$ cat config.mk
export PLATFORM = sky130hd
export DESIGN_NAME = adc_segment_encoder
export DESIGN_NICKNAME = d
export VERILOG_FILES = /design/src/rtl/adc_segment_encoder.sv
export SDC_FILE = /design/constraint.sdc
export NUM_CORES = 1
export LEC_CHECK = 0
export CAP_MARGIN = 20
export CELL_PAD_IN_SITES_DETAIL_PLACEMENT = 1
export CELL_PAD_IN_SITES_GLOBAL_PLACEMENT = 2
export CORE_MARGIN = 5
export CORE_UTILIZATION = 39
export DETAILED_ROUTE_END_ITERATION = 8
export PLACE_DENSITY = 0.86
export SYNTH_ARGS = -nofsm -noshare
export SYNTH_HDL_FRONTEND = slang
export SYNTH_SLANG_ARGS = --single-unit
$ cat constraint.sdc
create_clock -name Clock -period 3.2 [get_ports Clock]
set_input_delay 0.64 -clock Clock [delete_from_list [all_inputs] [get_ports Clock]]
set_output_delay 0.64 -clock Clock [all_outputs]
set_load 0.03 [all_outputs]
$ cat src/rtl/adc_segment_encoder.sv
// ADC sample to three seven-segment patterns using a sequential double-dabble
// engine, plus the free-running refresh prescaler that sweeps the digit select.
module adc_segment_encoder #(
  parameter int unsigned REFRESH_DIV   = 50000,
  parameter bit          BLANK_LEADING = 1'b1
) (
  input  logic       Clock,
  input  logic       Reset_n,
  input  logic [7:0] Sample,
  input  logic       Sample_valid,
  output logic       Busy,
  output logic       Update_done,
  output logic [7:0] Ones,
  output logic [7:0] Tens,
  output logic [7:0] Hundreds,
  output logic [1:0] Sel
);

  localparam int unsigned PW       = (REFRESH_DIV > 1) ? $clog2(REFRESH_DIV) : 1;
  localparam int unsigned SAMPLE_W = 8;
  localparam int unsigned BCD_W    = 12;
  localparam int unsigned CNT_W    = 4;

  localparam logic [1:0] IDLE  = 2'd0;
  localparam logic [1:0] SHIFT = 2'd1;
  localparam logic [1:0] LOAD  = 2'd2;

  localparam logic [7:0] SEG_ZERO  = 8'h3F;
  localparam logic [7:0] SEG_LEAD0 = (BLANK_LEADING == 1'b1) ? 8'h00 : 8'h3F;

  logic [1:0]          state, next_state;
  logic                capture, do_shift, do_load;
  logic [SAMPLE_W-1:0] shreg;
  logic [BCD_W-1:0]    bcd;
  logic [CNT_W-1:0]    cnt;
  logic [BCD_W-1:0]    bcd_adj;
  logic [BCD_W+SAMPLE_W-1:0] dd_shifted;
  logic [7:0]          ones_pat, tens_pat, hund_pat;
  logic [PW-1:0]       presc;

  function automatic logic [3:0] adj3(input logic [3:0] n);
    return (n >= 4'd5) ? 4'(n + 4'd3) : n;
  endfunction

  function automatic logic [7:0] seg7(input logic [3:0] d);
    case (d)
      4'd0:    return 8'h3F;
      4'd1:    return 8'h06;
      4'd2:    return 8'h5B;
      4'd3:    return 8'h4F;
      4'd4:    return 8'h66;
      4'd5:    return 8'h6D;
      4'd6:    return 8'h7D;
      4'd7:    return 8'h07;
      4'd8:    return 8'h7F;
      4'd9:    return 8'h6F;
      default: return 8'h00;
    endcase
  endfunction

  // State register
  always_ff @(posedge Clock or negedge Reset_n) begin
    if (!Reset_n) state <= IDLE;
    else          state <= next_state;
  end

  // Next-state and datapath control
  always_comb begin
    next_state = state;
    capture    = 1'b0;
    do_shift   = 1'b0;
    do_load    = 1'b0;
    case (state)
      IDLE: begin
        if (Sample_valid) begin
          capture    = 1'b1;
          next_state = SHIFT;
        end
      end
      SHIFT: begin
        do_shift = 1'b1;
        if (cnt == CNT_W'(1)) next_state = LOAD;
      end
      LOAD: begin
        do_load    = 1'b1;
        next_state = IDLE;
      end
      default: next_state = IDLE;
    endcase
  end

  // One double-dabble step: add-3 correction then shift {bcd,shreg} left
  always_comb begin
    bcd_adj    = {adj3(bcd[11:8]), adj3(bcd[7:4]), adj3(bcd[3:0])};
    dd_shifted = {bcd_adj, shreg} << 1;
  end

  // Pattern encode with optional leading-zero blanking
  always_comb begin
    ones_pat = seg7(bcd[3:0]);
    tens_pat = seg7(bcd[7:4]);
    hund_pat = seg7(bcd[11:8]);
    if (BLANK_LEADING == 1'b1) begin
      if (bcd[11:8] == 4'd0) hund_pat = 8'h00;
      if (bcd[11:4] == 8'd0) tens_pat = 8'h00;
    end
  end

  always_ff @(posedge Clock or negedge Reset_n) begin
    if (!Reset_n) begin
      shreg       <= '0;
      bcd         <= '0;
      cnt         <= '0;
      Busy        <= 1'b0;
      Update_done <= 1'b0;
      Ones        <= SEG_ZERO;
      Tens        <= SEG_LEAD0;
      Hundreds    <= SEG_LEAD0;
    end else begin
      Update_done <= do_load;
      if (capture) begin
        shreg <= Sample;
        bcd   <= '0;
        cnt   <= CNT_W'(SAMPLE_W);
        Busy  <= 1'b1;
      end else if (do_shift) begin
        bcd   <= dd_shifted[BCD_W+SAMPLE_W-1:SAMPLE_W];
        shreg <= dd_shifted[SAMPLE_W-1:0];
        cnt   <= cnt - CNT_W'(1);
      end else if (do_load) begin
        Ones     <= ones_pat;
        Tens     <= tens_pat;
        Hundreds <= hund_pat;
        Busy     <= 1'b0;
      end
    end
  end

  // Refresh prescaler, independent of the conversion FSM
  always_ff @(posedge Clock or negedge Reset_n) begin
    if (!Reset_n) begin
      presc <= '0;
      Sel   <= 2'b00;
    end else if (presc == PW'(REFRESH_DIV - 1)) begin
      presc <= '0;
      Sel   <= Sel + 2'd1;
    end else begin
      presc <= presc + PW'(1);
    end
  end

endmodule

# Yosys cells after proc, flatten, opt, wreduce, memory -nomap -nowiden
# Memory sizes are Yosys's and may differ from the RTL's. A register that Yosys moved wholly into a read port is not among the register bits.
# Cells that the tools add are included.
# word_totals
register_bits	70
latchBits	0
ramBits	0
rom_bits	336
inputBits	11
out_inout_bits	28
elab_cells	63
n_memories	3
# memory_table
memory	words	width	rd	rd_ports_with_merged_regs	wr	line_no	source
(name not given)	16	7	1	1	0	46	case (d)
(name not given)	16	7	1	0	0	46	
(name not given)	16	7	1	0	0	46	
# classes
addsub	6
n_mul	0
div	0
magnitude_cmp	3
eq_ne	7
shifts	0
mux	22
n_bitwise	2
n_reduce_logical	9
# op_table
cell	count
8-bit two-way mux	4
12-bit two-way mux	2
16-bit by 1-bit adder with 16-bit output, second input constant	1
16-bit == test, second input constant	1
16-bit two-way mux	1
4-bit two-way mux	4
4-bit by 3-bit greater-or-equal comparator with 1-bit output, second input constant	3
4-bit by 2-bit adder with 4-bit output, second input constant	2
8-bit zero test	1
1-bit two-way mux	7
2-bit != test, second input constant	3
4-bit by 1-bit == test with 1-bit output, second input constant	1
4-bit zero test	1
2-bit two-way mux	2
2-bit case mux with 2 select lines	1
2-bit AND reduction	2
2-bit nonzero test	2
4-bit by 1-bit subtractor with 4-bit output, second input constant	1
3-bit by 2-bit adder with 3-bit output, second input constant	1
3-bit two-way mux	1
3-bit AND reduction	1
2-bit by 1-bit adder with 2-bit output, second input constant	1
2-bit by 1-bit == test with 1-bit output, second input constant	1
2-bit == test, second input constant	1
3 further kinds	4

# Depth between registers and ports, before layout
# logic_depth
ltp_word	5
depth_mapped	6
mapped_depth_nobuf	6

# Worst setup path before layout
# Ideal clock, no wire load.
# synth_timing
kind	flip-flop to flip-flop
from	reg bcd[9]
to	reg Tens[0]
setup_ns	0.120
arrival_ns	1.597
t_required_ns	3.080
slack_ns	1.483
stages_incl_launch_ff	7
n_path_buf	0
cell_sequence	dfrtp_1 -> inv_1 -> ha_1 -> or3b_4 -> nor3b_2 -> nand3b_4 -> o21ai_2
# synth_via
elab_chain_len	2
# synth_rtl
item	line_no	source
start: declaration	34	logic [BCD_W-1:0] bcd;
start signal: assignment	127	bcd <= dd_shifted[BCD_W+SAMPLE_W-1:SAMPLE_W];
8-bit zero test	105	if (bcd[11:4] == 8'd0) tens_pat = 8'h00;
8-bit two-way mux	105	
end signal: assignment	132	Tens <= tens_pat;
end: declaration	14	output logic [7:0] Tens,
# No other way between the ends.
# A chain may end at the register's enable or synchronous reset.

# Final worst setup path
# layout_timing
from	reg Ones[1]
to	out Ones[1]
# layout_lines
item	line_no	source
start: declaration	13	output logic [7:0] Ones,
# No word-level cell between the ends.

==> key figures <==
STA
  – Clock Skews: ~0.012 ns
  – Rel. slew slack: 0.612
  – Setup TNS: 0 ns
  – Crit share post-route: 0.679
  – RSZ-0062 raised after global routing: no
  – Max-slew violation count: 0
  – Slew @ Worst Pin: roughly 0.58 ns
  – Setup-failing EPs final: 0
  – Crit path time final: about 2.2 ns
  – Final setup margin: 1.03 ns
  – Highest Clock Rate: about 0.46 GHz
  – Hold Fails Final Rpt: 0

Routing
  – 1st-iter DRT viols: 70
  – ANT nets after route: 0
  – DRC Markers: 0
  – TritonRoute pass-1 iters: 4
  – Vias/cell: between 5 and 6
  – Routed wire length: between 7000 and 8000 um
  – Via count: 2582
  – DR WL/cell: between 15 and 20 um

Yosys
  – Top FF cell, synth: dfrtp_1
  – Yosys reg bits: between 60 and 70
  – Fraction of registers with async set or reset after synthesis: 1.00
  – Sequential area share after synthesis: 0.478
  – Post-synthesis cell type count: 52
  – Synthesized area: about 0.0035 mm^2
  – YS warnings: 0
  – Post-synth EDFFs: 0
  – Syn_area_per_cell: about 10 um^2
  – Syn Inst Count: around 350

CTS
  – CTS Buf Count: 9
  – CTS H-tree lvls: 3
  – Clk sinks: 67
  – CTS tree: yes
  – Maximum buffer depth of the clock tree: 2
  – Clock slew at reported path FFs: roughly 0.07 ns
  – Post-CTS Resized: 0
  – Cts hold-fix bufs: 0
  – CTS root buf: clkbuf_8
  – Clk Latency, worst-skew pair: roughly 0.34 ns
  – Number of setup buffers added after CTS: 0

Worst setup path
  – WP data required: about 2.6 ns
  – Top delay family on crit path: buffers and inverters
  – Max incr delay on CP: between 0.6 and 0.7 ns
  – Crit path arrival time: 1.53 ns
  – Buffers & Inverters on Critical Path: 1
  – Worst R2R End: Tens[1]$_DFFE_PN0P_
  – CP endpoint kind: output pin
  – Worst r2r src: bcd[9]$_DFFE_PN0P_
  – Slowest CP cell: clkdlybuf4s50_1
  – Crit Path Class: register to output pin
  – Startpoint Class: register
  – R2R cell count: 6
  – Worst Path Max Fanout: 2
  – Flop2flop setup slack: about 1.3 ns
  – Crit path cell chain: clkdlybuf4s50_1

Floorplan
  – Die Wd: 105 um
  – Die Ht: between 100 and 150 um
  – Row Count: 34
  – Floorplan Core Area: ~0.0088 mm^2
  – Starting Density: 0.402
  – IO Pins: 39
  – Die area: 0.0110 mm^2

GRT
  – GR Util All Layers: 0.140
  – Vias in the first global route: about 2700
  – First-pass GRT wire length: roughly 13000 um
  – Largest net degree at the start of global routing: 31
  – Antenna violations before repair: 0
  – Grt total ovfl: 0

Layout
  – FILL cells: around 980
  – Area Overhead vs Synth: 17.3%
  – Antenna Cells: 0
  – Final instance area: 0.00413 mm^2
  – Register area: approximately 0.0017 mm^2
  – Multi-input gate area: between 0.0015 and 0.002 mm^2
  – Leading cell type in the layout, fill and taps excluded: dfrtp_1
  – Share of layout cells above drive strength 1: 0.106
  – Nets: 415
  – Most frequent cells in the layout: dfrtp_1 (61), clkdlybuf4s50_1 (34), nand2_1 (28), a21oi_1 (25), o21ai_0 (23)

Place
  – IO Port Bufs: 35
  – Routability Congestion: 0.777
  – Post-DP Area: ~0.004 mm^2
  – Placement Setup Slack: 0.856 ns
  – DP HPWL: 5340 um

Pwr
  – Leak Pwr: 0.00186 uW
  – Clk network pwr share: 0.185
  – Combinational power share: 0.440
  – Int Pwr: 2220 uW
  – Sw Share: 0.406
  – Power per cell area: around 910 mW/mm^2
  – Worst vdd ir: between 300 and 400 uV
  – Sw Pwr: about 1500 uW
  – Final Total Pwr: ~3700 uW
  – Flop pwr share: 0.375

Min path
  – HP Class: input pin to asynchronous set/reset pin

Run
  – Max-cap violations: 0

Run status
  – Status: completed
area by class of cell:
cell class | count | area share
clock buffer | 14 | 0.0466
inverter | 16 | 0.0145
sequential | 67 | 0.408
multi-input combinational | 250 | 0.407
clock inverter | 1 | 0.00121
tap | 108 | 0.0327
timing repair buffer | 39 | 0.0908
registers in the layout (all words and copies together), names as in the netlist:
register and flops:
shreg 8, bcd 12, Sel 2, state 2, Hundreds 7, Tens 7
cnt 4, Update_done 1, Busy 1, presc 16, Ones 7
power groups by stage:
stage	Sequential, uW	Clock (uW)	Combinational, uW
after detailed placement	1420	0	1660
after global routing	1450	748	1830
after global placement	1410	0	1610
after floorplan	1530	0	1020
final	1400	694	1650
after CTS	1400	716	1670
worst max path at each step:
| stage | slack [ns] | end | startpoint | depth (start not counted) |
|---|---|---|---|---|
| 6_report | 1.03 | Ones[1] | Ones[1]$_DFFE_PN1P_ | 1 |
| 4_1_cts | 1.01 | Ones[1] | Ones[1]$_DFFE_PN1P_ | 1 |
| 3_3_place_gp | 0.92 | bcd[7]$_DFFE_PN0P_ | Sample_valid | 5 |
| 2_1_floorplan | 1.48 | Tens[0]$_DFFE_PN0P_ | bcd[9]$_DFFE_PN0P_ | 6 |
| 5_1_grt | 0.98 | Ones[0] | Ones[0]$_DFFE_PN1P_ | 1 |
| 3_5_place_dp | 0.86 | shreg[5]$_DFFE_PN0P_ | Sample_valid | 4 |
through the flow:
step	util	hold slack (ns)	instances
final	0.472	0.223	495
after global routing	0.472	0.241	495
after CTS	0.472	0.229	495
after detailed placement	0.449	0.457	480
after global placement	0.449	0.445	480
after floorplan	-	0.344	353
kinds of logic (layout without fill, tap and decap cells):
family | count (synthesis) | count (layout) | share of synthesized area
buf+inv | 36 | 70 | 0.0469
fa+ha+maj | 21 | 21 | 0.0746
simple gates | 105 | 105 | 0.164
mux | 7 | 7 | 0.0202
xor+xnor | 18 | 18 | 0.0469
compound gates | 96 | 96 | 0.168
flops | 67 | 67 | 0.478
other cells | 1 | 3 | 0.00106
Yosys cell counts, drive strengths merged (3+ instances only):
master | number | share of area
nand2 | 29 | 0.032
xor2 | 6 | 0.015
o21a | 3 | 0.0064
o21ai | 36 | 0.058
nand3b | 3 | 0.0099
o22ai | 5 | 0.0089
clkbuf | 6 | 0.0064
nor2b | 13 | 0.023
dfstp | 6 | 0.045
mux2i | 6 | 0.017
nand4 | 3 | 0.0053
nor2 | 21 | 0.023
ha | 21 | 0.075
xnor2 | 12 | 0.032
nand2b | 9 | 0.016
a31oi | 5 | 0.0089
a21oi | 25 | 0.036
a22oi | 8 | 0.017
dfrtp | 61 | 0.43
and3 | 8 | 0.014
inv | 16 | 0.017
nand3 | 5 | 0.0071
buf | 14 | 0.023
a22o | 4 | 0.0099
layer usage:
| metal | GRT usage | vias up | routed length, um |
|---|---|---|---|
| met5 | 0 | - | 0 |
| met4 | 0.0603 | 0 | 134 |
| met3 | 0.0210 | 11 | 195 |
| met2 | 0.213 | 37 | 3380 |
| met1 | 0.197 | 1263 | 3800 |
| li1 | - | 1271 | - |
(Power assumes the default switching activity.)
